$ cat src/rtl/xlr_gpp_ctrl.sv
// GPP control block: shadow/active argument banks, launch/run/done handshake
// with the accelerator core, result capture, watchdog and level interrupt.
//
// state  | meaning
// IDLE   | waiting for host_start; shadow bank freely writable
// LAUNCH | active bank frozen, one-cycle xlr_start to core, watchdog cleared
// RUN    | core working; abort, completion or watchdog expiry leave this state
// DONE   | done_irq held until irq_clr
module xlr_gpp_ctrl #(
   parameter int DATA_W    = 32,
   parameter int NUM_REGS  = 16,
   parameter int TIMEOUT_W = 16,
   localparam int IDX_W    = $clog2(NUM_REGS)
) (
   input  logic                         clk,
   input  logic                         rst_n,
   input  logic                         host_wr_en,
   input  logic [IDX_W-1:0]             host_wr_idx,
   input  logic [DATA_W-1:0]            host_wr_data,
   input  logic [IDX_W-1:0]             host_rd_idx,
   input  logic                         host_rd_src,
   output logic [DATA_W-1:0]            host_rd_data,
   input  logic                         host_start,
   input  logic                         host_abort,
   input  logic                         irq_clr,
   input  logic [TIMEOUT_W-1:0]         timeout_limit,
   output logic [NUM_REGS*DATA_W-1:0]   xlr_gpp_out,
   output logic                         xlr_start,
   input  logic                         xlr_done,
   input  logic [NUM_REGS*DATA_W-1:0]   xlr_gpp_in,
   output logic                         busy,
   output logic                         done_irq,
   output logic                         timeout_err,
   output logic                         start_drop
);

   typedef enum logic [1:0] {IDLE, LAUNCH, RUN, DONE} state_t;

   state_t               state, state_nxt;
   logic [DATA_W-1:0]    shadow [NUM_REGS];
   logic [DATA_W-1:0]    active [NUM_REGS];
   logic [DATA_W-1:0]    result [NUM_REGS];
   logic [TIMEOUT_W-1:0] wd_cnt;
   logic                 wd_expired;
   logic                 snap, capture, wd_clear, wd_inc, terr_set;

   assign wd_expired = (timeout_limit != '0) &&
                       (wd_cnt == timeout_limit - TIMEOUT_W'(1));

   always_comb begin
      state_nxt = state;
      snap      = 1'b0;
      capture   = 1'b0;
      wd_clear  = 1'b0;
      wd_inc    = 1'b0;
      terr_set  = 1'b0;
      case (state)
         IDLE: begin
            if (host_start) begin
               snap      = 1'b1;
               state_nxt = LAUNCH;
            end
         end
         LAUNCH: begin
            wd_clear  = 1'b1;
            state_nxt = RUN;
         end
         RUN: begin
            if (host_abort) begin
               state_nxt = IDLE;
            end else if (xlr_done) begin
               capture   = 1'b1;
               state_nxt = DONE;
            end else if (wd_expired) begin
               terr_set  = 1'b1;
               state_nxt = DONE;
            end else begin
               wd_inc = 1'b1;
            end
         end
         DONE: begin
            if (irq_clr) state_nxt = IDLE;
         end
         default: state_nxt = IDLE;
      endcase
   end

   always_ff @(posedge clk or negedge rst_n) begin
      if (!rst_n) begin
         state       <= IDLE;
         wd_cnt      <= '0;
         timeout_err <= 1'b0;
         start_drop  <= 1'b0;
      end else begin
         state <= state_nxt;
         if (wd_clear)
            wd_cnt <= '0;
         else if (wd_inc && wd_cnt != '1)
            wd_cnt <= wd_cnt + TIMEOUT_W'(1);
         if (terr_set)
            timeout_err <= 1'b1;
         else if (irq_clr && state == DONE)
            timeout_err <= 1'b0;
         // a dropped start outranks a simultaneous clear so it is never lost
         if (host_start && state != IDLE)
            start_drop <= 1'b1;
         else if (irq_clr)
            start_drop <= 1'b0;
      end
   end

   always_ff @(posedge clk or negedge rst_n) begin
      if (!rst_n) begin
         for (int i = 0; i < NUM_REGS; i++) begin
            shadow[i] <= '0;
            active[i] <= '0;
            result[i] <= '0;
         end
         host_rd_data <= '0;
      end else begin
         host_rd_data <= host_rd_src ? result[host_rd_idx] : shadow[host_rd_idx];
         if (host_wr_en)
            shadow[host_wr_idx] <= host_wr_data;
         for (int i = 0; i < NUM_REGS; i++) begin
            // same-cycle host write is folded into the snapshot
            if (snap)
               active[i] <= (host_wr_en && host_wr_idx == IDX_W'(i)) ?
                            host_wr_data : shadow[i];
            if (capture)
               result[i] <= xlr_gpp_in[i*DATA_W +: DATA_W];
         end
      end
   end

   for (genvar g = 0; g < NUM_REGS; g++) begin : g_pack
      assign xlr_gpp_out[g*DATA_W +: DATA_W] = active[g];
   end

   assign xlr_start = (state == LAUNCH);
   assign busy      = (state == LAUNCH) || (state == RUN);
   assign done_irq  = (state == DONE);

endmodule

$ cat config.mk
export PLATFORM = sky130hd
export DESIGN_NAME = xlr_gpp_ctrl
export DESIGN_NICKNAME = d
export VERILOG_FILES = /design/src/rtl/xlr_gpp_ctrl.sv
export SDC_FILE = /design/constraint.sdc
export NUM_CORES = 2
export LEC_CHECK = 0
export ABC_AREA = 1
export ABC_CLOCK_PERIOD_IN_PS = 3400
export BUFFER_PORTS_ARGS = -buffer_cell sky130_fd_sc_hd__buf_2
export CORE_MARGIN = 3
export CORE_UTILIZATION = 25
export DETAILED_ROUTE_END_ITERATION = 8
export HOLD_SLACK_MARGIN = 0.03
export PLACE_DENSITY_LB_ADDON = 0.2
export SETUP_SLACK_MARGIN = 0.2
export SLEW_MARGIN = 20
export SYNTH_ARGS = -nofsm -noshare
export SYNTH_HDL_FRONTEND = slang
export SYNTH_SLANG_ARGS = --single-unit
$ cat constraint.sdc
create_clock -name clk -period 3.4 [get_ports clk]
set_input_delay 0.68 -clock clk [delete_from_list [all_inputs] [get_ports clk]]
set_output_delay 0.68 -clock clk [all_outputs]
set_load 0.01 [all_outputs]
==> flow_summary_export.csv <==
group,metric,value,unit
global_routing,grt_antenna_before_repair,56,
cells_and_area,finalNonFillerCells,12400,
hold_path,min_path_type,"input pin to register",
yosys,synth-seq-area-share,58.7,%
power,pwr-share-comb,28.5,%
critical_path,criticalPathCategory,"input pin to register",
global_routing,grt_first_pass_wirelength,489,mm
power,p_int,0.0456,W
yosys,synth_seq_cells,1588,
timing,period_needed,2.68,ns
drt,dr.pass1.iters,6,
clock_tree,clockBufferDepth,3,
critical_path,required,4.06,ns
timing,finalHoldViolations,0,
die,initial_core_util,25.2,%
critical_path,rrSetupSlack,0.96,ns
drt,drc,0,
die,rows,190,
timing,rsz0062_at_grt,"false",
global_routing,grt_use_total,24.8,%
drt,routed-via-count,60400,
die,io_pins,1125,
yosys,ys_warn_count,0,
die,fp.dieW,527,um
cells_and_area,drive_gt1_share,24.4,%
yosys,synth_common_cells,"nand2_1 (2190), dfrtp_1 (1588), o21ai_0 (1067)",
yosys,synth_area_leaders,"dfrtp_1 (59%), nand2_1 (12%), o21ai_0 (7.9%)",
placed_design,dpl_worst_slack,-0.108,ns
clock_tree,clk_pin_slew,0.06,ns
timing,slew_viol_final,0,
drt,post_drt_wl_per_cell,28.5,um
cells_and_area,area_growth,30.4,%
drt,drtAntennaViolNets,0,
drt,drtIter0Drc,5301,
critical_path,cp_max_fo,73,
yosys,synth_area_leader_cell,"dfrtp_1",
critical_path,r2r_start,"state[0]",
timing,slew_headroom,13.4,%
placed_design,dp.final_hpwl,269,mm
hold_path,hold_end,"result[126]",
power,p_sw_share,36.7,%
die,dieArea,0.277,mm^2
yosys,syn_inst,7338,
timing,fin_crit_sh,78.9,%
power,cellPowerDensity,815,mW/mm^2
drt,finalWirelength,355,mm
drt,vias_per_cell,4.86,
global_routing,grt_max_degree,152,
global_routing,overflow,0,
power,p_leak,42.7,nW
clock_tree,insertion_delay,0.86,ns
placed_design,place_congestion,0.913,
timing,fin_ws,0.716,ns
power,irDropWorstVdd,0.461,mV
clock_tree,numCtsBuffers,185,
clock_tree,cts_tree,"yes",
yosys,syn-num-nets,7920,
yosys,ys_types,41,
critical_path,cp_data_arrival_time,3.35,ns
critical_path,start_kind,"input pin",
cells_and_area,finish.net_count,9279,
yosys,postSynthAreaPerCell,9.23,um^2
yosys,ys_async_sr_fraction,100,%
clock_tree,clockRootBuffer,"clkbuf_16",
critical_path,ff2ff_path_depth,10,
cells_and_area,final_core_util,32.8,%
die,die_height,527,um
die,core,0.269,mm^2
placed_design,io_buffers,1124,
clock_tree,clock-sinks,1588,
hold_path,whs_path_depth,3,
critical_path,r2r_end,"result[121]",
flow_run,drv_cap,0,
timing,max_freq,373,MHz
clock_tree,htree_levels,4,
yosys,ys.flop_type,"dfrtp_1",
yosys,synth.most_common_cell,"nand2_1",
global_routing,grt_pass1_vias,61200,
timing,setup_viol_count_final,0,
yosys,synth_edf_count,0,
yosys,synth_top_cell_area_share,58.7,%
clock_tree,post-cts-setup-buffers,0,
critical_path,crit_path_end_kind,"register",
timing,clock_skew,0.0701,ns
power,power_switching,0.0264,W
hold_path,min-delay-start,"xlr_gpp_in[414]",
power,clockPowerShare,29.4,%
timing,tightest_slew,1.29,ns
power,seq_power_share,42.1,%
placed_design,dp.cells,11800,
outcome,outcome,"complete, no violations",
yosys,synth.cell_area,0.0677,mm^2
layout make-up:
cell class	instances	area, um^2
clock buffers	262	5280
flip-flops and latches	1588	39700
well taps	3552	4440
inverters	240	945
repair buffers	1709	11600
fillers	28100	181000
diodes	34	85.1
multi-input cells	4973	25000
clock inverters	78	1160
worst max path at each step:
stage	start	endpoint	slack, ns	depth (start not counted)
after detailed placement	host_rd_idx[0]	host_rd_data[9]	-0.11	8
after global routing	host_rd_idx[0]	host_rd_data[9]	0.69	8
after CTS	host_rd_data[5]	host_rd_data[5]	0.72	1
final	host_rd_idx[0]	host_rd_data[15]	0.72	10
after floorplan	timeout_limit[0]	wd_cnt[10]	1.23	14
after global placement	host_rd_idx[0]	host_rd_data[9]	-0.17	8
cells in the final DEF (no fill, tap or decap), drive strengths merged, types with 6 or more instances in the layout:
master       count
nand2         2192
dfrtp         1588
buf           1431
o21ai         1078
nor2           567
mux2           384
dlygate4sd3    277
a21oi          275
clkbuf         263
inv            246
nand3          109
o211ai         103
o221ai          85
o22ai           50
clkinv          50
diode           34
a31oi           32
a32oi           28
xor2            22
nand4           22
bufinv          17
nor3             9
ha               6
state kept, by name (all words and copies together) (netlist names):
signal and flops:
xlr_gpp_out 512, shadow 512, result 512, state 2, host_rd_data 32, wd_cnt 16
start_drop 1, timeout_err 1
critical path, stage by stage:
cell and delay, ns:
buf_8 0.16, inv_16 0.24, buf_12 0.21, buf_4 0.19, a21oi_1 0.07, o21ai_0 0.08, o211ai_1 0.25, buf_4 0.26
a31oi_1 1.01, a32oi_1 0.11
cells by family (layout without fill, tap and decap cells):
family / after synthesis / after routing / share of synthesized area [%]
multiplexers: 384 / 384 / 6.38
flip-flops: 1588 / 1588 / 58.7
buffers and inverters: 777 / 2289 / 4.54
other: 0 / 34 / 0
AO/OA/AOI/OAI: 1653 / 1653 / 13.4
AND/OR/NAND/NOR: 2906 / 2906 / 16.6
adder cells (fa/ha/maj): 6 / 6 / 0.111
XOR/XNOR: 24 / 24 / 0.310
what timing repair did:
action / in CTS / in global routing
gates resized for setup: 0 / 0
hold buffers: 277 / 0
endpoints found under the hold margin: 303 / 0
layer usage:
layer  part of all wire, %  vias up  track usage (%)  routed length (um)
met1                    42    30500             31.7              148000
met4                   4.4       18             9.83               15800
met2                    47     2290             41.1              168000
met3                   6.4      483             4.92               22700
met5                 0.034        -                0                 119
li1                      -    27100                -                   -
stage by stage:
step | hold WS, ns | instance area, um^2 | setup TNS (ns) | power, W
finish | 0.0961 | 88300 | 0 | 0.0720
global placement | 0.462 | 79000 | -0.269 | 0.0508
CTS | 0.0302 | 88200 | 0 | 0.0729
floorplan | 0.384 | 67700 | 0 | 0.0395
detailed placement | 0.460 | 79000 | -0.150 | 0.0510
global route | 0.0416 | 88300 | 0 | 0.0760
power groups by stage:
stage | clock, W | combinational [W] | sequential, W
CTS | 0.0217 | 0.0209 | 0.0303
detailed placement | 0 | 0.0205 | 0.0305
floorplan | 0 | 0.00967 | 0.0298
global placement | 0 | 0.0203 | 0.0305
finish | 0.0212 | 0.0205 | 0.0303
global route | 0.0225 | 0.0226 | 0.0309
(Power assumes the default switching activity.)
